## config.mk

```make
export PLATFORM = sky130hd
export DESIGN_NAME = fetch_unit
export DESIGN_NICKNAME = d
export VERILOG_FILES = /design/src/rtl/rv_pkg.sv /design/src/rtl/pc_next.sv /design/src/rtl/fetch_unit.sv
export SDC_FILE = /design/constraint.sdc
export NUM_CORES = 1
export LEC_CHECK = 0
export CAP_MARGIN = 20
export CORE_MARGIN = 2
export CORE_UTILIZATION = 35
export CTS_BUF_LIST = sky130_fd_sc_hd__clkbuf_2 sky130_fd_sc_hd__clkbuf_4 sky130_fd_sc_hd__clkbuf_8
export CTS_CLUSTER_SIZE = 20
export DETAILED_ROUTE_END_ITERATION = 8
export GPL_TIMING_DRIVEN = 1
export PLACE_DENSITY = 0.76
export SLEW_MARGIN = 15
export SYNTH_ARGS = -nofsm -noshare
export SYNTH_HDL_FRONTEND = slang
export SYNTH_SLANG_ARGS = --single-unit
```

## constraint.sdc

```tcl
create_clock -name clk -period 6.6 [get_ports clk]
set_input_delay 1.98 -clock clk [delete_from_list [all_inputs] [get_ports clk]]
set_output_delay 1.98 -clock clk [all_outputs]
set_load 0.01 [all_outputs]
```

## src/rtl/rv_pkg.sv

```systemverilog
// Shared fetch-stage constants, instruction field positions and the fetch FSM encoding.
package rv_pkg;
  localparam int XLEN = 32;
  localparam logic [31:0] NOP_INSTR = 32'h0000_0013;

  localparam int OP_LSB = 0;
  localparam int OP_MSB = 6;
  localparam int F3_LSB = 12;
  localparam int F3_MSB = 14;
  localparam int F7_LSB = 25;
  localparam int F7_MSB = 31;

  typedef enum logic [1:0] {
    FETCH = 2'd0,
    WAIT  = 2'd1,
    VALID = 2'd2,
    FAULT = 2'd3
  } fetch_state_t;
endpackage

```

## src/rtl/pc_next.sv

```systemverilog
// Next-PC selection: sequential pc+4 or a datapath target, plus the alignment check.
module pc_next
  import rv_pkg::*;
(
  input  logic [XLEN-1:0] pc,
  input  logic            pc_source,
  input  logic [XLEN-1:0] pc_target,
  output logic [XLEN-1:0] next_pc,
  output logic [XLEN-1:0] pc_plus4,
  output logic            misaligned
);
  assign pc_plus4   = pc + XLEN'(4);
  assign next_pc    = pc_source ? pc_target : pc_plus4;
  // Only a taken target can be misaligned; pc+4 from an aligned pc never is.
  assign misaligned = pc_source & (pc_target[1:0] != 2'b00);
endmodule

```

## src/rtl/fetch_unit.sv

```systemverilog
// Instruction-fetch stage: owns the PC, fetches from a variable-latency imem and
// holds the instruction for control until retire.
module fetch_unit
  import rv_pkg::*;
#(
  parameter logic [XLEN-1:0] RESET_PC = 32'h0000_0000
) (
  input  logic            clk,
  input  logic            rst,
  output logic            imem_req,
  output logic [XLEN-1:0] imem_addr,
  input  logic            imem_ready,
  input  logic            imem_rvalid,
  input  logic [31:0]     imem_rdata,
  output logic [31:0]     instr,
  output logic [6:0]      op,
  output logic [2:0]      func3,
  output logic [6:0]      func7,
  output logic            instr_valid,
  output logic [XLEN-1:0] pc,
  output logic [XLEN-1:0] pc_plus4,
  input  logic            retire,
  input  logic            pc_source,
  input  logic [XLEN-1:0] pc_target,
  output logic            misalign_fault
);
  fetch_state_t    state_q, state_d;
  logic [XLEN-1:0] pc_q, next_pc;
  logic [31:0]     instr_q;
  logic            fault_q, misaligned;

  pc_next u_pc_next (
    .pc        (pc_q),
    .pc_source (pc_source),
    .pc_target (pc_target),
    .next_pc   (next_pc),
    .pc_plus4  (pc_plus4),
    .misaligned(misaligned)
  );

  always_ff @(posedge clk) begin
    if (rst) state_q <= FETCH;
    else     state_q <= state_d;
  end

  always_comb begin
    state_d = state_q;
    unique case (state_q)
      FETCH: if (imem_ready)  state_d = WAIT;
      WAIT:  if (imem_rvalid) state_d = VALID;
      VALID: if (retire)      state_d = misaligned ? FAULT : FETCH;
      FAULT: state_d = FAULT;
      default: state_d = FETCH;
    endcase
  end

  always_comb begin
    imem_req    = (state_q == FETCH) && !rst;
    instr_valid = (state_q == VALID);
    // Outside VALID control sees a NOP, so a stale word can never be decoded.
    instr       = instr_valid ? instr_q : NOP_INSTR;
  end

  always_ff @(posedge clk) begin
    if (rst) begin
      pc_q    <= RESET_PC;
      instr_q <= NOP_INSTR;
      fault_q <= 1'b0;
    end else begin
      if (state_q == WAIT && imem_rvalid) instr_q <= imem_rdata;
      if (state_q == VALID && retire) begin
        if (misaligned) fault_q <= 1'b1;
        else            pc_q    <= next_pc;
      end
    end
  end

  assign imem_addr      = pc_q;
  assign pc             = pc_q;
  assign misalign_fault = fault_q;
  assign op             = instr[OP_MSB:OP_LSB];
  assign func3          = instr[F3_MSB:F3_LSB];
  assign func7          = instr[F7_MSB:F7_LSB];
endmodule

```

# After elaboration in Yosys (flattened, before gate mapping)
# Cells that the tools add are included.
[classes] n_addsub=1 eq_ne=6 muxes=7 bitwise_logic=2 reduce_logical=9
[op_table] operator="$mux 32" n=2
[op_table] operator="$add 32x3->32 const B" n=1
[op_table] operator="$mux 2" n=4
[op_table] operator="$pmux 2 s4" n=1
[op_table] operator="$eq 2x2->1 const B" n=2
[op_table] operator="$ne 2x2->1 const B" n=2
[op_table] operator="$reduce_and 2->1" n=2
[op_table] operator="$logic_and 1x1->1" n=3
[op_table] operator="$reduce_and 3->1" n=1
[op_table] operator="$eq 2x1->1 const B" n=1
[op_table] operator="$logic_not 2->1" n=1
[op_table] operator="$ne 2x1->1 const B" n=1
[op_table] operator="$reduce_bool 2->1" n=1
[op_table] operator="$and 1x1->1" n=1
[op_table] operator="$logic_not 1->1" n=1
[op_table] operator="$not 1->1" n=1
[word_totals] regBits=67 input_bits=70 output_inout_bits=148 elab_cells=29

# Logic depth before layout (Yosys ltp)
# Gate-level depths: netlist (run 1).
[logic_depth] word_depth=5 depth_mapped=8 mapped_depth_nobuf=6

# Modules after synthesis
# A second synthesis (run 1) with hierarchy kept.
[unflattened] hier_cells=556 hier_area_um2=4229.1
[modules_own_cells] module="fetch_unit" n_inst=1 cells_per_inst=382 area_per_inst_um2=3101.7 seq_area_each_um2=1341.3
[modules_own_cells] module="pc_next" n_inst=1 cells_per_inst=174 area_per_inst_um2=1127.3 seq_area_each_um2=0.0

# Worst setup path after synthesis (run 1)
# Ideal clock, no wire load.
[synth_path] path_kind="input to output" start="input rst" end="output imem_req" arrival_ps=2590 required_ps=4620 setup_slack_ps=2030 cell_stages=3 path_buffers=2 cell_sequence="clkbuf_1 clkbuf_1 nor3_1"
[synth_between] elab_chain_cells=2
[synth_rtl] element="start: declaration" line="fetch_unit.sv:9" rtl="input logic rst,"
[synth_rtl] element="$logic_not 1->1" line="fetch_unit.sv:58" rtl="imem_req = (state_q == FETCH) && !rst;"
[synth_rtl] element="$logic_and 1x1->1" line="fetch_unit.sv:58"
[synth_rtl] element="end: declaration" line="fetch_unit.sv:10" rtl="output logic imem_req,"
# No other way between the ends.

# Final worst setup path (run 1)
[layout_path] start="register pc_q[4], in the netlist imem_addr[4]" end="output pc_plus4[31]"
[layout_between] elab_chain_cells=1
[layout_rtl] element="start: declaration" line="fetch_unit.sv:28" rtl="logic [XLEN-1:0] pc_q, next_pc;"
[layout_rtl] element="start signal: assignment" line="fetch_unit.sv:73" rtl="else pc_q <= next_pc;"
[layout_rtl] element="$add 32x3->32" line="pc_next.sv:12" rtl="assign pc_plus4 = pc + XLEN'(4);"
[layout_rtl] element="end: declaration" line="fetch_unit.sv:21" rtl="output logic [XLEN-1:0] pc_plus4,"
# No other way between the ends.

==> out/metrics.csv, run 1 <==
metric;value;unit
clk_pin_slew;70;ps
syn_nets;625;
nNetsFinal;765;
antenna_found_initial;0;
drt_iter0_markers;243;
fin_skew;7.52;ps
yosysMostFrequentCell;nand2_1;
fmax;0.192;GHz
reg2regPathDepth;5;
die_y;113;um
rr_endpoint;imem_addr[27];
synth_top_cell_by_area;dfxtp_1;
drc_errors;0;
cts_buffers;9;
p_total;956;uW
first_pass_iters;6;
fin_ws;1390;ps
hpwl;9550;um
seq_area_frac_synth;32.5;%
synthesis.area;0.00413;sq mm
grt.overflow.total;0;
die-area;0.0127;sq mm
yosys_warnings;0;
ys_async_sr_fraction;0;%
grt_pass1_wl;20900;um
synth-edff-count;0;
crit_required;4620;ps
status;finished clean;
place.gp.congestion;0.802;
drv_cap;0;
grt_max_degree;88;
cts_resized;0;
fin_setup_tns;0;ps
synthFlopType;dfxtp_1;
period_minus_slack;5210;ps
portBuffers;217;
postRouteAntennaNets;0;
grt_pass1_vias;4129;
crit_slowest_cell;nor4_4;
synth.top_cells.by_count;98 x nand2_1, 67 x dfxtp_1, 53 x buf_4;
place_ws;1700;ps
clkSinkCount;67;
synth_top_area_share;32.5;%
max-clock-path-buffers;2;
final_layout_size_suffix_gt1_share;4.86;%
hold_viol_final;0;
whs;450;ps
leakagePower;2.22;nW
start_util;36.0;%
setup-violations-final;0;
min_to;instr_q[26];
multiInputGateArea;0.00223;sq mm
cts_tree;done;
vias;4343;
instances_no_fill;842;
reg2reg_setup_slack;3920;ps
grt_usage;20.1;%
synth-seq-cells;67;
path_cells;nand3_2 > nor4_4 > nand2_1 > nor2_1 > xor2_1 > clkdlybuf4s50_1;
cp-end-kind;output port;
worst_pin_slew;998;ps
synth_cell_types;44;
regArea;0.00134;sq mm
worstPathMaxFanout;17;
wire_per_inst;15.8;um
synthCells;554;
clk_latency;340;ps
critPathKind;reg -> out;
diodes;0;
yosys-top-cells-area;dfxtp_1 32%, buf_4 9.6%, nand2_1 8.9%;
vias_per_cell;5.16;
slew_headroom;33.0;%
post_cts_buffers;0;
hold-path-cell-count;2;
syn_avg_cell_area;7.46;sq um
rsz0062_at_grt;no;
cts-root-buf;clkbuf_8;
ios;218;
rows;39;
power_per_cell_area;154;mW/mm^2
die_w;113;um
h-tree-depth;3;
critPathMaxStageDelay;930;ps
nFillCells;1047;
placedCellCount;826;
core;0.0115;sq mm
wl;13300;um
slew_violations;0;
cp.arrival;3230;ps
cp-start-kind;flip-flop;
reg2reg_from;imem_addr[4];
cts_hold_buffers;0;
timing.final.crit_share;79.0;%
ir_drop;0.0000989;V
holdCritStartpoint;instr_q[26];
area_growth;50.1;%
hold_class;reg -> reg;
==> cell families (layout without fill, tap and decap cells) <==
kind of cell	after synthesis	count (layout)	synth area share (%)
AND/OR/NAND/NOR	232	232	28.0
buffers and inverters	99	244	14.0
flip-flops	67	67	32.5
adder cells (fa/ha/maj)	1	1	0.303
AO/OA/AOI/OAI	124	124	18.5
XOR/XNOR	28	28	5.93
multiplexers	3	3	0.727
==> registers in the layout, indices dropped and copies added, names as in the netlist <==
register and flops:
instr_q 32, imem_addr 32, misalign_fault 1, state_q 2
==> worst max-delay path, delay by kind of cell (launching register included) <==
| family | cells | cell delay [ps] |
|---|---|---|
| xor gates and xnor gates | 1 | 160 |
| buffers and inverters | 1 | 580 |
| DFF | 1 | 550 |
| and+or+nand+nor | 4 | 1620 |
==> how the worst max path moves through the flow <==
stage | start | end | slack (ps) | cells after the start
floorplan | rst | imem_req | 2030 | 3
global placement | imem_addr[4] | pc_plus4[31] | 1790 | 6
detailed placement | imem_addr[4] | pc_plus4[31] | 1700 | 6
CTS | imem_addr[4] | pc_plus4[31] | 1340 | 6
global route | imem_addr[4] | pc_plus4[31] | 1090 | 6
finish | imem_addr[4] | pc_plus4[31] | 1390 | 6
==> power by group <==
group          internal [mW]  total [mW]  switching, mW
Combinational         0.0738       0.137         0.0630
Sequential             0.418       0.429         0.0118
Clock                  0.232       0.390          0.158
Total                  0.723       0.956          0.233
==> stage by stage <==
step	utilization [%]	instance area, sq um
CTS	54.0	6190
global placement	51.9	5960
floorplan	-	4130
finish	54.1	6200
detailed placement	52.0	5970
global route	54.1	6200
==> layout make-up <==
| type | count | share of cell area, % |
|---|---|---|
| Multi-Input combinational cell | 388 | 35.9 |
| Timing Repair Buffer | 223 | 35.6 |
| Sequential cell | 67 | 21.6 |
| Tap cell | 143 | 2.88 |
| Clock buffer | 11 | 2.44 |
| Clock inverter | 5 | 1.21 |
| Inverter | 5 | 0.303 |
==> layer usage <==
| metal | track usage, % | wire [um] |
|---|---|---|
| met4 | 6.18 | 154 |
| met1 | 24.0 | 5480 |
| met5 | 0 | 0 |
| met2 | 34.1 | 6390 |
| met3 | 6.97 | 1300 |
==> cell usage in the layout (no fill, tap or decap), types with 6 or more instances in the layout <==
| cell type | n |
|---|---|
| clkdlybuf4s50_1 | 215 |
| a31oi_1 | 13 |
| nand3_1 | 21 |
| xor2_1 | 11 |
| o21ai_0 | 26 |
| a32o_1 | 9 |
| dfxtp_1 | 67 |
| nor2_1 | 29 |
| and2_1 | 31 |
| nand2_1 | 98 |
| xnor2_1 | 17 |
| a22o_1 | 7 |
| and3_1 | 10 |
| nand2b_1 | 6 |
| o31ai_1 | 6 |
| a22oi_1 | 6 |
| clkbuf_8 | 11 |
| a21oi_1 | 48 |
Power figures use the tool's default switching activity.
==> run 2, diff against run 1 <==
--- a/config.mk
+++ b/config.mk
@@ -12,7 +12,7 @@
 export CTS_CLUSTER_SIZE = 20
 export DETAILED_ROUTE_END_ITERATION = 8
 export GPL_TIMING_DRIVEN = 1
-export PLACE_DENSITY = 0.76
+export PLACE_DENSITY = 0.79
 export SLEW_MARGIN = 15
 export SYNTH_ARGS = -nofsm -noshare
 export SYNTH_HDL_FRONTEND = slang
==> constraint.sdc (replaced) <==
create_clock -name clk -period 4.3 [get_ports clk]
set_input_delay 1.29 -clock clk [delete_from_list [all_inputs] [get_ports clk]]
set_output_delay 1.29 -clock clk [all_outputs]
set_load 0.01 [all_outputs]
==> run 2 against run 1 <==
Compared with the run above:
- sequential power rose by 53%
- first-iteration DRC count grew 51%
- worst hold slack improved by 4.7 ps
- die area stayed put
- routed wire length grew 2.7%
- register-to-register slack lost 2200 ps
- critical endpoint unchanged
- largest power group unchanged
==> out/metrics.csv, run 2 (synthesis gave the netlist of run 1 again) <==
metric;value;unit
status;finished clean;
h-tree-depth;3;
crit_slowest_cell;dfxtp_1;
rows;39;
final_util;54.3;%
start_util;36.0;%
crit_buf_inv;2;
grt_usage;20.8;%
hpwl;9840;um
wl;13700;um
grt_pass1_vias;4234;
hold_class;reg -> reg;
slew_headroom;55.9;%
hold_viol_final;0;
cts_buffers;9;
cts_tree;done;
ir_drop;0.000107;V
ios;218;
fin_skew;11.6;ps
clk_latency;340;ps
die-area;0.0127;sq mm
core;0.0115;sq mm
die_y;113;um
path_cells;nand3_2 > nor4_4 > buf_4 > nand2_1 > nor2_1 > xor2_1 > clkdlybuf4s50_1;
max-clock-path-buffers;2;
worst_pin_slew;662;ps
clkSinkCount;67;
place_ws;345;ps
fmax;0.246;GHz
antenna_found_initial;0;
p_total;1.38;mW
wire_per_inst;16.1;um
grt_pass1_wl;21500;um
clk_pin_slew;80;ps
vias_per_cell;5.24;
grt_max_degree;61;
postRouteAntennaNets;0;
place.gp.congestion;0.862;
portBuffers;217;
crit_required;3010;ps
drt_iter0_markers;366;
grt.overflow.total;0;
nNetsFinal;771;
critPathMaxStageDelay;570;ps
cp.arrival;2780;ps
nFillCells;1029;
final_layout_size_suffix_gt1_share;6.10;%
area_growth;50.7;%
timing.final.crit_share;94.6;%
fin_ws;232;ps
slew_violations;0;
layout_commonest_cell;clkdlybuf4s50_1;
vias;4446;
path_delay_family;simple AND/OR/NAND/NOR gates;
fin_setup_tns;0;ps
critPathKind;reg -> out;
leakagePower;2.22;nW
cts-root-buf;clkbuf_8;
rsz0062_at_grt;no;
diodes;0;
period_minus_slack;4070;ps
drv_cap;0;
first_pass_iters;5;
drc_errors;0;
setup-violations-final;0;
die_w;113;um
power_per_cell_area;222;mW/mm^2
final_cell_mix;215 x clkdlybuf4s50_1, 98 x nand2_1, 66 x dfxtp_1, 48 x a21oi_1, 31 x and2_1;
worstPathMaxFanout;17;
cp-end-kind;output port;
cp-start-kind;flip-flop;
-- run 2: final timing paths --
| check | start | endpoint | slack [ps] | cells after the start |
|---|---|---|---|---|
| worst max-delay path | imem_addr[4] | pc_plus4[31] | 230 | 7 |
| worst min-delay path | instr_q[16] | instr_q[16] | 460 | 2 |
| worst max register to register | state_q[1] | imem_addr[27] | 1770 | 6 |
| worst min register to register | instr_q[16] | instr_q[16] | 460 | 2 |
-- run 2: per-layer routing --
layer  GRT usage, %  wire length, um
met1           25.7             5600
met5              0                0
met4           8.21              296
met2           34.7             6550
met3           5.51             1250
-- run 2: cell type report --
type	instances	area (sq um)	share of cell area, %
Clock buffer	9	124	1.99
Clock inverter	7	68.8	1.11
Inverter	5	18.8	0.301
Multi-Input combinational cell	388	2240	36.0
Sequential cell	67	1340	21.6
Tap cell	143	179	2.87
Timing Repair Buffer	229	2250	36.2
-- run 2: tightest hold or removal path, delay by kind of cell, from the launching register on --
family	cells	cell delay (ps)
AOI/OAI and AO/OA	1	50
and+or+nand+nor	1	50
DFF	1	310
-- run 2: where the power goes --
part / total [mW] / switching [mW] / internal [mW]
Clock: 0.512 / 0.246 / 0.265
Sequential: 0.658 / 0.0170 / 0.641
Combinational: 0.212 / 0.0981 / 0.114
Total: 1.38 / 0.361 / 1.02
-- run 2: timing repair --
action | in CTS | in global routing
setup endpoints to repair | 2 | 8
pin swaps | 0 | 0
gates resized for setup | 1 | 3
buffers inserted | 0 | 1
hold buffers | 0 | 0
-- run 2: per-stage QoR --
stage          cell area (sq um)  hold WS, ps  std cells
2_1_floorplan               4130          432        554
4_1_cts                     6200          456        847
3_5_place_dp                6000          445        831
3_3_place_gp                6000          437        831
5_1_grt                     6230          480        848
6_report                    6230          455        848
==> run 3, diff against run 2 <==
--- a/config.mk
+++ b/config.mk
@@ -12,7 +12,7 @@
 export CTS_CLUSTER_SIZE = 20
 export DETAILED_ROUTE_END_ITERATION = 8
 export GPL_TIMING_DRIVEN = 1
-export PLACE_DENSITY = 0.79
+export PLACE_DENSITY_LB_ADDON = 0.1
 export SLEW_MARGIN = 15
 export SYNTH_ARGS = -nofsm -noshare
 export SYNTH_HDL_FRONTEND = slang
==> run 3 against run 2 <==
Compared with the run above:
- clock skew shrank 4.5 ps
- worst setup slack got worse by 110 ps
- routed wire length shrank 4.3%
- register-to-register slack improved by 170 ps
- critical path depth increased by 1
- sequential power about the same
- via count down 2.4%
- global-route usage shrank 1.2 points
- first-iteration DRC count is 43% lower
- die area unchanged
- critical endpoint is now pc_plus4[30]
- total power up 6.9%
==> out/metrics.csv, run 3 (synthesis gave the netlist of run 1 again) <==
metric;value;unit
crit_required;3010;ps
timing.final.crit_share;97.1;%
finalInstanceArea;0.00624;sq mm
max-clock-path-buffers;2;
vias_per_cell;5.12;
first_pass_iters;4;
fin_setup_tns;0;ps
die_y;113;um
slew_violations;0;
rsz0062_at_grt;no;
worst_pin_slew;973;ps
place_ws;285;ps
setup-violations-final;0;
grt_usage;19.6;%
cp-start-kind;flip-flop;
rows;39;
hold_class;reg -> reg;
status;finished clean;
power_per_cell_area;236;mW/mm^2
worstPathMaxFanout;12;
cts_hold_buffers;0;
diodes;0;
whs;451;ps
period_minus_slack;4170;ps
leakagePower;2.24;nW
grt_pass1_vias;4038;
clk_pin_slew;80;ps
drc_errors;0;
drv_cap;0;
area_growth;51.1;%
final_util;54.4;%
wl;13100;um
cp-end-kind;output port;
ios;218;
cts_buffers;9;
die-area;0.0127;sq mm
cts_tree;done;
cts_resized;2;
clkSinkCount;67;
ir_drop;0.000168;V
grt_pass1_wl;20300;um
nNetsFinal;771;
instances_no_fill;848;
fin_ws;126;ps
p_total;1.48;mW
final_cell_mix;215 x clkdlybuf4s50_1, 98 x nand2_1, 66 x dfxtp_1, 48 x a21oi_1, 31 x and2_1;
slew_headroom;34.9;%
grt_max_degree;88;
layout_commonest_cell;clkdlybuf4s50_1;
cp.arrival;2880;ps
postRouteAntennaNets;0;
placedCellCount;832;
fin_skew;7.11;ps
grt.overflow.total;0;
vias;4338;
fmax;0.240;GHz
antenna_found_initial;0;
hold_viol_final;0;
drt_iter0_markers;210;
place.gp.congestion;0.782;
core;0.0115;sq mm
clk_latency;340;ps
hpwl;9130;um
critPathKind;reg -> out;
wire_per_inst;15.5;um
cts-root-buf;clkbuf_8;
final_layout_size_suffix_gt1_share;5.82;%
die_w;113;um
dpl_cell_area;0.00601;sq mm
start_util;36.0;%
post_cts_buffers;0;
portBuffers;217;
h-tree-depth;3;
==> run 3: cell types whose count changed in the layout (fill, tap and decap cells not counted), sizes merged <==
| cell | change |
|---|---|
| clkbuf | +3 |
| clkinv | -3 |
| bufinv | +1 |
| clkinvlp | -1 |
==> run 3: area by class of cell <==
type	instances	area, sq um
fillers	1155	5220
well taps	143	179
repair buffers	229	2250
inverters	5	18.8
flip-flops and latches	67	1340
multi-input cells	388	2220
clock buffers	12	159
clock inverters	4	72.6
==> run 3: worst paths after layout <==
check               start       endpoint  slack (ps)  cells past startpoint
max          imem_addr[2]   pc_plus4[30]         130                      8
min           instr_q[12]    instr_q[12]         450                      2
max reg2reg  imem_addr[2]  imem_addr[30]        1940                      7
min reg2reg   instr_q[12]    instr_q[12]         450                      2
==> run 3: power by group <==
group          switching (mW)  internal [mW]
Clock                   0.245          0.364
Sequential             0.0157          0.641
Combinational          0.0961          0.114
Total                   0.357           1.12
==> run 3: critical path, cell delays in order, from the launching register on <==
cell	delay, ps
dfxtp_2	440
ha_2	300
nand4_1	260
nor4_2	280
buf_4	240
nand2_1	100
nor2_1	160
xor2_1	160
clkdlybuf4s50_1	600
==> run 3: per-layer routing <==
| layer | GRT usage, % | share of wire, % | up-vias |
|---|---|---|---|
| li1 | - | - | 2136 |
| met1 | 24.1 | 43 | 2030 |
| met2 | 33.7 | 48 | 166 |
| met3 | 4.59 | 7.6 | 6 |
| met4 | 6.42 | 0.65 | 0 |
| met5 | 0 | 0 | - |
